$ cat src/rtl/mem_access_stage_pkg.sv
// Shared definitions for the MEM pipeline stage: access sizes, FSM states,
// write-back control bit positions and the latched load-lane context.
package mem_access_stage_pkg;

    localparam int unsigned DATA_W = 32;
    localparam int unsigned ADDR_W = 32;
    localparam int unsigned BE_W   = DATA_W / 8;
    localparam int unsigned WB_W   = 2;
    localparam int unsigned SIZE_W = 2;

    localparam logic [SIZE_W-1:0] SZ_BYTE = 2'b00;
    localparam logic [SIZE_W-1:0] SZ_HALF = 2'b01;
    localparam logic [SIZE_W-1:0] SZ_WORD = 2'b10;

    localparam int unsigned WB_REGWRITE = 1;
    localparam int unsigned WB_MEMTOREG = 0;

    typedef enum logic [1:0] {
        ST_IDLE = 2'd0,
        ST_BUSY = 2'd1,
        ST_DONE = 2'd2
    } state_t;

    // Lane/extension information captured at issue so the load path does not
    // depend on the upstream register staying frozen.
    typedef struct packed {
        logic [1:0]        off;
        logic [SIZE_W-1:0] size;
        logic              uns;
    } ld_ctx_t;

    function automatic logic is_misaligned(input logic [SIZE_W-1:0] size,
                                           input logic [1:0]        off);
        logic bad;
        bad = 1'b0;
        case (size)
            SZ_BYTE: bad = 1'b0;
            SZ_HALF: bad = off[0];
            SZ_WORD: bad = (off != 2'b00);
            default: bad = 1'b1;
        endcase
        return bad;
    endfunction

endpackage

$ cat src/rtl/mem_access_stage_if.sv
// Data-bus req/ack interface between the MEM stage (master) and data memory.
interface mem_access_stage_if;
    import mem_access_stage_pkg::*;

    logic              dbus_req;
    logic              dbus_we;
    logic [ADDR_W-1:0] dbus_addr;
    logic [BE_W-1:0]   dbus_be;
    logic [DATA_W-1:0] dbus_wdata;
    logic              dbus_ack;
    logic [DATA_W-1:0] dbus_rdata;

    modport master (
        output dbus_req, dbus_we, dbus_addr, dbus_be, dbus_wdata,
        input  dbus_ack, dbus_rdata
    );

    modport slave (
        input  dbus_req, dbus_we, dbus_addr, dbus_be, dbus_wdata,
        output dbus_ack, dbus_rdata
    );

endinterface

$ cat src/rtl/mem_lane_align.sv
// Combinational lane steering: store byte enables / replicated data,
// misalignment detection, and load lane select with sign/zero extension.
module mem_lane_align
    import mem_access_stage_pkg::*;
(
    input  logic [1:0]        addr_lo,
    input  logic [SIZE_W-1:0] size,
    input  logic [DATA_W-1:0] store_data,
    input  ld_ctx_t           ld_ctx,
    input  logic [DATA_W-1:0] rdata,
    output logic [BE_W-1:0]   be,
    output logic [DATA_W-1:0] wdata,
    output logic              misalign,
    output logic [DATA_W-1:0] ld_data
);

    logic [7:0]  ld_byte;
    logic [15:0] ld_half;

    assign misalign = is_misaligned(size, addr_lo);

    // Store side
    always_comb begin
        be    = '0;
        wdata = '0;
        case (size)
            SZ_BYTE: begin
                be    = BE_W'(4'b0001 << addr_lo);
                wdata = {4{store_data[7:0]}};
            end
            SZ_HALF: begin
                be    = addr_lo[1] ? 4'b1100 : 4'b0011;
                wdata = {2{store_data[15:0]}};
            end
            SZ_WORD: begin
                be    = 4'b1111;
                wdata = store_data;
            end
            default: begin
                be    = '0;
                wdata = '0;
            end
        endcase
    end

    // Load side
    always_comb begin
        ld_byte = 8'h00;
        ld_half = ld_ctx.off[1] ? rdata[31:16] : rdata[15:0];
        case (ld_ctx.off)
            2'd0:    ld_byte = rdata[7:0];
            2'd1:    ld_byte = rdata[15:8];
            2'd2:    ld_byte = rdata[23:16];
            default: ld_byte = rdata[31:24];
        endcase
    end

    always_comb begin
        ld_data = '0;
        case (ld_ctx.size)
            SZ_BYTE: ld_data = ld_ctx.uns ? {24'h000000, ld_byte}
                                          : {{24{ld_byte[7]}}, ld_byte};
            SZ_HALF: ld_data = ld_ctx.uns ? {16'h0000, ld_half}
                                          : {{16{ld_half[15]}}, ld_half};
            SZ_WORD: ld_data = rdata;
            default: ld_data = '0;
        endcase
    end

endmodule

$ cat src/rtl/mem_access_stage.sv
// MEM pipeline stage: turns the EX result into a req/ack data-bus access,
// stalls until completion or timeout, and hands load data to MEM/WB.
module mem_access_stage
    import mem_access_stage_pkg::*;
#(
    parameter int unsigned TIMEOUT = 16,
    parameter int unsigned CNT_W   = 5
)
(
    input  logic               clk,
    input  logic               rst,
    input  logic               valid_in,
    input  logic               mem_read,
    input  logic               mem_write,
    input  logic [SIZE_W-1:0]  mem_size,
    input  logic               mem_unsigned,
    input  logic [DATA_W-1:0]  alu_result_in,
    input  logic [DATA_W-1:0]  store_data_in,
    input  logic [WB_W-1:0]    wb_in,
    input  logic [4:0]         rfile_wn_in,
    mem_access_stage_if.master dbus,
    output logic               stall,
    output logic [WB_W-1:0]    wb_out,
    output logic [DATA_W-1:0]  dmem_rdata_out,
    output logic [DATA_W-1:0]  ALU_result_out,
    output logic [4:0]         rfile_wn_out,
    output logic               err_misalign,
    output logic               err_timeout
);

    state_t            state;
    logic [CNT_W-1:0]  wait_cnt;
    logic              err_flag;
    logic [DATA_W-1:0] hold;
    ld_ctx_t           ld_ctx;

    logic              access;
    logic              misalign;
    logic              start;
    logic              timeout_hit;
    logic [BE_W-1:0]   st_be;
    logic [DATA_W-1:0] st_wdata;
    logic [DATA_W-1:0] ld_data;

    assign access      = valid_in & (mem_read | mem_write);
    assign start       = (state == ST_IDLE) & access & ~misalign;
    assign timeout_hit = (TIMEOUT != 0) && (wait_cnt == CNT_W'(TIMEOUT - 1));

    assign ALU_result_out = alu_result_in;
    assign rfile_wn_out   = rfile_wn_in;

    mem_lane_align u_lane_align (
        .addr_lo    (alu_result_in[1:0]),
        .size       (mem_size),
        .store_data (store_data_in),
        .ld_ctx     (ld_ctx),
        .rdata      (dbus.dbus_rdata),
        .be         (st_be),
        .wdata      (st_wdata),
        .misalign   (misalign),
        .ld_data    (ld_data)
    );

    // Bus request FSM; all bus-facing fields and err_timeout are registered.
    always_ff @(posedge clk or posedge rst) begin
        if (rst) begin
            state           <= ST_IDLE;
            wait_cnt        <= '0;
            err_flag        <= 1'b0;
            hold            <= '0;
            ld_ctx          <= '0;
            err_timeout     <= 1'b0;
            dbus.dbus_req   <= 1'b0;
            dbus.dbus_we    <= 1'b0;
            dbus.dbus_addr  <= '0;
            dbus.dbus_be    <= '0;
            dbus.dbus_wdata <= '0;
        end else begin
            err_timeout <= 1'b0;
            case (state)
                ST_IDLE: begin
                    if (start) begin
                        dbus.dbus_req   <= 1'b1;
                        dbus.dbus_we    <= mem_write;
                        dbus.dbus_addr  <= {alu_result_in[ADDR_W-1:2], 2'b00};
                        dbus.dbus_be    <= st_be;
                        dbus.dbus_wdata <= st_wdata;
                        ld_ctx          <= '{off: alu_result_in[1:0],
                                             size: mem_size,
                                             uns: mem_unsigned};
                        wait_cnt        <= '0;
                        hold            <= '0;
                        err_flag        <= 1'b0;
                        state           <= ST_BUSY;
                    end
                end
                ST_BUSY: begin
                    if (dbus.dbus_ack) begin
                        dbus.dbus_req <= 1'b0;
                        hold          <= dbus.dbus_we ? '0 : ld_data;
                        state         <= ST_DONE;
                    end else if (timeout_hit) begin
                        dbus.dbus_req <= 1'b0;
                        err_timeout   <= 1'b1;
                        err_flag      <= 1'b1;
                        state         <= ST_DONE;
                    end else begin
                        wait_cnt <= wait_cnt + CNT_W'(1);
                    end
                end
                ST_DONE: begin
                    err_flag <= 1'b0;
                    state    <= ST_IDLE;
                end
                default: state <= ST_IDLE;
            endcase
        end
    end

    // Pipeline-facing outputs; forced quiet while reset is asserted.
    always_comb begin
        stall          = 1'b0;
        err_misalign   = 1'b0;
        wb_out         = '0;
        dmem_rdata_out = '0;
        if (!rst) begin
            wb_out[WB_REGWRITE] = wb_in[WB_REGWRITE];
            wb_out[WB_MEMTOREG] = wb_in[WB_MEMTOREG];
            case (state)
                ST_IDLE: begin
                    stall = start;
                    if (access && misalign) begin
                        err_misalign        = 1'b1;
                        wb_out[WB_REGWRITE] = 1'b0;
                    end
                end
                ST_BUSY: stall = 1'b1;
                ST_DONE: begin
                    dmem_rdata_out = hold;
                    if (err_flag) begin
                        wb_out[WB_REGWRITE] = 1'b0;
                    end
                end
                default: stall = 1'b0;
            endcase
        end
    end

endmodule

$ cat src/flat_wrapper.sv
// flat-port wrapper written by rule: the top's interface ports become plain ports
module mem_access_stage_flat import mem_access_stage_pkg::*;
#(
    parameter int unsigned TIMEOUT = 16,
    parameter int unsigned CNT_W   = 5
)
  (clk, rst, valid_in, mem_read, mem_write, mem_size, mem_unsigned, alu_result_in, store_data_in, wb_in, rfile_wn_in, stall, wb_out, dmem_rdata_out, ALU_result_out, rfile_wn_out, err_misalign, err_timeout, dbus_dbus_req, dbus_dbus_we, dbus_dbus_addr, dbus_dbus_be, dbus_dbus_wdata, dbus_dbus_ack, dbus_dbus_rdata);
  mem_access_stage_if dbus_i ();
  input  logic clk;
  input  logic rst;
  input  logic valid_in;
  input  logic mem_read;
  input  logic mem_write;
  input  logic [SIZE_W-1:0] mem_size;
  input  logic mem_unsigned;
  input  logic [DATA_W-1:0] alu_result_in;
  input  logic [DATA_W-1:0] store_data_in;
  input  logic [WB_W-1:0] wb_in;
  input  logic [4:0] rfile_wn_in;
  output logic stall;
  output logic [WB_W-1:0] wb_out;
  output logic [DATA_W-1:0] dmem_rdata_out;
  output logic [DATA_W-1:0] ALU_result_out;
  output logic [4:0] rfile_wn_out;
  output logic err_misalign;
  output logic err_timeout;
  output wire logic [$bits(dbus_i.dbus_req)-1:0] dbus_dbus_req;
  output wire logic [$bits(dbus_i.dbus_we)-1:0] dbus_dbus_we;
  output wire logic [$bits(dbus_i.dbus_addr)-1:0] dbus_dbus_addr;
  output wire logic [$bits(dbus_i.dbus_be)-1:0] dbus_dbus_be;
  output wire logic [$bits(dbus_i.dbus_wdata)-1:0] dbus_dbus_wdata;
  input wire logic [$bits(dbus_i.dbus_ack)-1:0] dbus_dbus_ack;
  input wire logic [$bits(dbus_i.dbus_rdata)-1:0] dbus_dbus_rdata;
  assign dbus_dbus_req = dbus_i.dbus_req;
  assign dbus_dbus_we = dbus_i.dbus_we;
  assign dbus_dbus_addr = dbus_i.dbus_addr;
  assign dbus_dbus_be = dbus_i.dbus_be;
  assign dbus_dbus_wdata = dbus_i.dbus_wdata;
  assign dbus_i.dbus_ack = dbus_dbus_ack;
  assign dbus_i.dbus_rdata = dbus_dbus_rdata;
  mem_access_stage #(.TIMEOUT(TIMEOUT), .CNT_W(CNT_W)) u_core (.clk(clk), .rst(rst), .valid_in(valid_in), .mem_read(mem_read), .mem_write(mem_write), .mem_size(mem_size), .mem_unsigned(mem_unsigned), .alu_result_in(alu_result_in), .store_data_in(store_data_in), .wb_in(wb_in), .rfile_wn_in(rfile_wn_in), .dbus(dbus_i), .stall(stall), .wb_out(wb_out), .dmem_rdata_out(dmem_rdata_out), .ALU_result_out(ALU_result_out), .rfile_wn_out(rfile_wn_out), .err_misalign(err_misalign), .err_timeout(err_timeout));
endmodule
$ cat config.mk
export PLATFORM = sky130hd
export DESIGN_NAME = mem_access_stage_flat
export DESIGN_NICKNAME = d
export VERILOG_FILES = /design/src/rtl/mem_access_stage_pkg.sv /design/src/rtl/mem_access_stage_if.sv /design/src/rtl/mem_lane_align.sv /design/src/rtl/mem_access_stage.sv /design/src/flat_wrapper.sv
export SDC_FILE = /design/constraint.sdc
export NUM_CORES = 1
export LEC_CHECK = 0
export CORE_MARGIN = 2
export CORE_UTILIZATION = 45
export CTS_CLUSTER_SIZE = 24
export DETAILED_ROUTE_END_ITERATION = 6
export PLACE_DENSITY = 0.83
export SLEW_MARGIN = 15
export SYNTH_ARGS = -nofsm -noshare
export SYNTH_HDL_FRONTEND = slang
export SYNTH_HIERARCHICAL = 1
export SYNTH_SLANG_ARGS = --single-unit
$ cat constraint.sdc
create_clock -name clk -period 10.5 [get_ports clk]
set_input_delay 1.05 -clock clk [delete_from_list [all_inputs] [get_ports clk]]
set_output_delay 1.05 -clock clk [all_outputs]
set_load 0.05 [all_outputs]
==> impl_metrics.csv <==
group,metric,value,unit
synth,syn_area,6370,um2
synth,synth_edf_count,0,
timing,hold_ws,0.482,ns
cells_and_area,fin_nets,908,
critical_path,cp.required,9.45,ns
timing,max_freq,211,MHz
timing,drv_slew,0,
power_and_ir_drop,peakVddDrop,0.176,mV
grt,overflow,0,
clocking,h-tree-depth,4,
timing,slew_headroom,0.220,
grt,met3_usage,0.0982,
route,routedWlPerCell,18.0,um
route,vias,5265,
critical_path,worstPathMaxFanout,27,
synth,yosys.area.top_type,"dfrtp_1",
clocking,path_clk_slew,0.05,ns
floorplanning,core_area,13900,um2
min_path,holdPathStages,1,
place,port_buffers,243,
route,dr.first_iter.drc_count,348,
floorplanning,die_x,123,um
synth,synth_top_area_frac,0.447,
critical_path,startpoint,"mem_size[0]",
grt,grt_pass1_vias,5465,
timing,grt_setup_unrepaired,"no",
route,first_pass_iters,6,
grt,grt-busiest-layer,"met2",
floorplanning,fp-row-count,43,
grt,grt_pass1_wl,27400,um
synth,yosysUniqueCellTypes,45,
clocking,clockBufferDepth,2,
route,drc,0,
timing,final.min_clock_period,4.73,ns
grt,grt_use_met1,0.270,
min_path,holdPathEnd,"u_core/dbus.dbus_addr[30]$_DFFE_PP0P_",
timing,finalSetupViolations,0,
place,post-dp-hpwl,12600,um
synth,postSynthCellCount,600,
critical_path,reg2reg_depth,5,
timing,tightest_slew,1.16,ns
timing,tns,0,ns
timing,fin_ws,5.77,ns
synth,synth.area.top_cells,"dfrtp_1, mux2i_1, mux2_1",
clocking,clock_latency,0.41,ns
critical_path,end_kind,"output port",
critical_path,reg2reg_to,"u_core/hold[29]$_DFFE_PP0P_",
synth,seq_area_frac_synth,0.447,
floorplanning,die_h,123,um
synth,yosys_register_bits,114,
timing,fin_skew,0.00604,ns
min_path,holdCritStartpoint,"u_core/dbus.dbus_addr[30]$_DFFE_PP0P_",
critical_path,timing.rr.start,"u_core/ld_ctx[4]$_DFFE_PP0P_",
critical_path,r2r_slack,7.76,ns
cells_and_area,area_growth,42.5,%
cells_and_area,diodes,0,
synth,ys.flop_type,"dfrtp_1",
critical_path,worst-setup-path-type,"input port to output port",
place,routabilityCongestion,0.877,
clocking,post_cts_buffers,0,
clocking,cts.sinks,114,
grt,grt_antenna_before_repair,0,
route,vias_per_cell,5.35,
clocking,cts_root_buffer,"clkbuf_16",
clocking,cts_tree,"built",
power_and_ir_drop,powerDensity,229,nW/um2
clocking,postCtsHoldBufs,0,
critical_path,cp.arrival,3.68,ns
timing,hold_violations,0,
synth,avgSynthCellArea,10.6,um2
floorplanning,start_util,0.459,
route,postRouteAntennaNets,0,
grt,met2_usage,0.400,
place,post-place-ws,5.84,ns
clocking,cts_resized,0,
synth,synthArstFlopShare,1.00,
grt,grt_use_total,0.237,
timing,finalCritPeriodShare,0.451,
critical_path,cp-start-kind,"input port",
synth,yosysWarnings,6,
floorplanning,io_pins,256,
route,wirelength,17700,um
min_path,hold_class,"register to register",
power_and_ir_drop,leakagePower,3.95,nW
floorplanning,die_area,15100,um2
cells_and_area,drive_gt1_frac,0.0907,
status,outcome,"completed",
clocking,cts_made_buffers,17,
grt,grt_max_degree,76,
job,max_cap_violations,0,
## cell families after synthesis
group           count (synthesis)  synth area share
fa+ha+maj                       2           0.00392
xor+xnor                        1           0.00137
buf+inv                       115             0.109
simple gates                  138             0.118
flops                         114             0.447
mux                           123             0.209
other cells                     1          0.000588
compound gates                106             0.110
## Yosys cell counts (2+ instances only)
master     instances
o2bb2ai_1          7
buf_6             10
buf_4             39
mux2i_1           50
nor2_1            11
o22ai_1            4
a21o_1             9
dfrtp_1          114
and2_1            40
and3_1             2
nand2b_1           6
a21oi_1           23
mux2_2            30
inv_1             39
clkbuf_1          17
mux2_1            42
o21ai_1            2
nand3_1            2
a211o_1           24
o21ai_0           28
nor2b_1           13
nor3b_1            5
nand2_1           50
buf_2              6
ha_1               2
buf_8              3
o21a_1             4
## critical path, stage by stage
cell and delay (ns):
clkdlybuf4s50_1 0.84, o22a_1 0.41, or3_4 0.37, nor2_4 0.09, o21a_1 0.12, clkdlybuf4s50_1 0.79
## stage by stage
step / total power, W / cells / area (um2) / utilization
6_report: 0.00209 / 985 / 9090 / 0.655
5_1_grt: 0.00218 / 985 / 9090 / 0.655
4_1_cts: 0.00210 / 984 / 9070 / 0.654
3_5_place_dp: 0.00156 / 954 / 8550 / 0.616
3_3_place_gp: 0.00154 / 954 / 8550 / 0.616
2_1_floorplan: 0.00127 / 601 / 6380 / -
## flip-flops by register name (all words and copies together) (netlist names)
name / flops
u_core/dbus.dbus_we: 1
u_core/err_flag: 1
u_core/dbus.dbus_be: 4
u_core/dbus.dbus_req: 1
u_core/state: 2
u_core/wait_cnt: 5
u_core/ld_ctx: 5
u_core/dbus.dbus_wdata: 32
u_core/hold: 32
u_core/dbus.dbus_addr: 30
u_core/err_timeout: 1
## area by class of cell
class                   count  area (um2)
clock buffers              23         468
clock inverters             7        60.1
well taps                 180         225
flip-flops and latches    114        2850
fillers                  1076        4790
repair buffers            250        2490
multi-input cells         372        2840
inverters                  39         149
## where the power goes
| group | leakage (nW) | internal [W] | total, W | switching [W] |
|---|---|---|---|---|
| logic | 2.24 | 0.000354 | 0.000915 | 0.000561 |
| registers | 1.45 | 0.000557 | 0.000648 | 0.0000903 |
| clock network | 0.266 | 0.000332 | 0.000522 | 0.000191 |
## per-layer routing
layer | part of all wire | vias to the layer above
met2 | 0.48 | 246
met3 | 0.11 | 39
met1 | 0.39 | 2580
met4 | 0.022 | 0
met5 | 0 | -
li1 | - | 2400
## layout by cell type, fill, tap and decap left out, drive strengths merged, types with 4 or more instances in the layout
cell type      netlist  layout
clkinv               0       6
clkbuf              17      23
mux2                72      72
a211o               24      24
o2bb2ai              7       7
nor2b               13      13
inv                 39      39
a21oi               23      23
clkdlybuf4s50        0     243
nand2b               6       6
o22ai                4       4
nor2                12      12
o21a                 4       4
o21ai               30      30
nand2               50      50
mux2i               50      50
dfrtp              114     114
nor3b                5       5
buf                 59       7
a21o                 9       9
and2                40      40
## how the worst max path moves through the flow
stage / cells after the start / end / slack (ns)
global placement: 6 / stall / 5.83
CTS: 6 / stall / 5.81
finish: 6 / stall / 5.77
global route: 6 / stall / 5.69
detailed placement: 6 / stall / 5.84
floorplan: 3 / wb_out[1] / 4.96
Power figures use the tool's default switching activity.
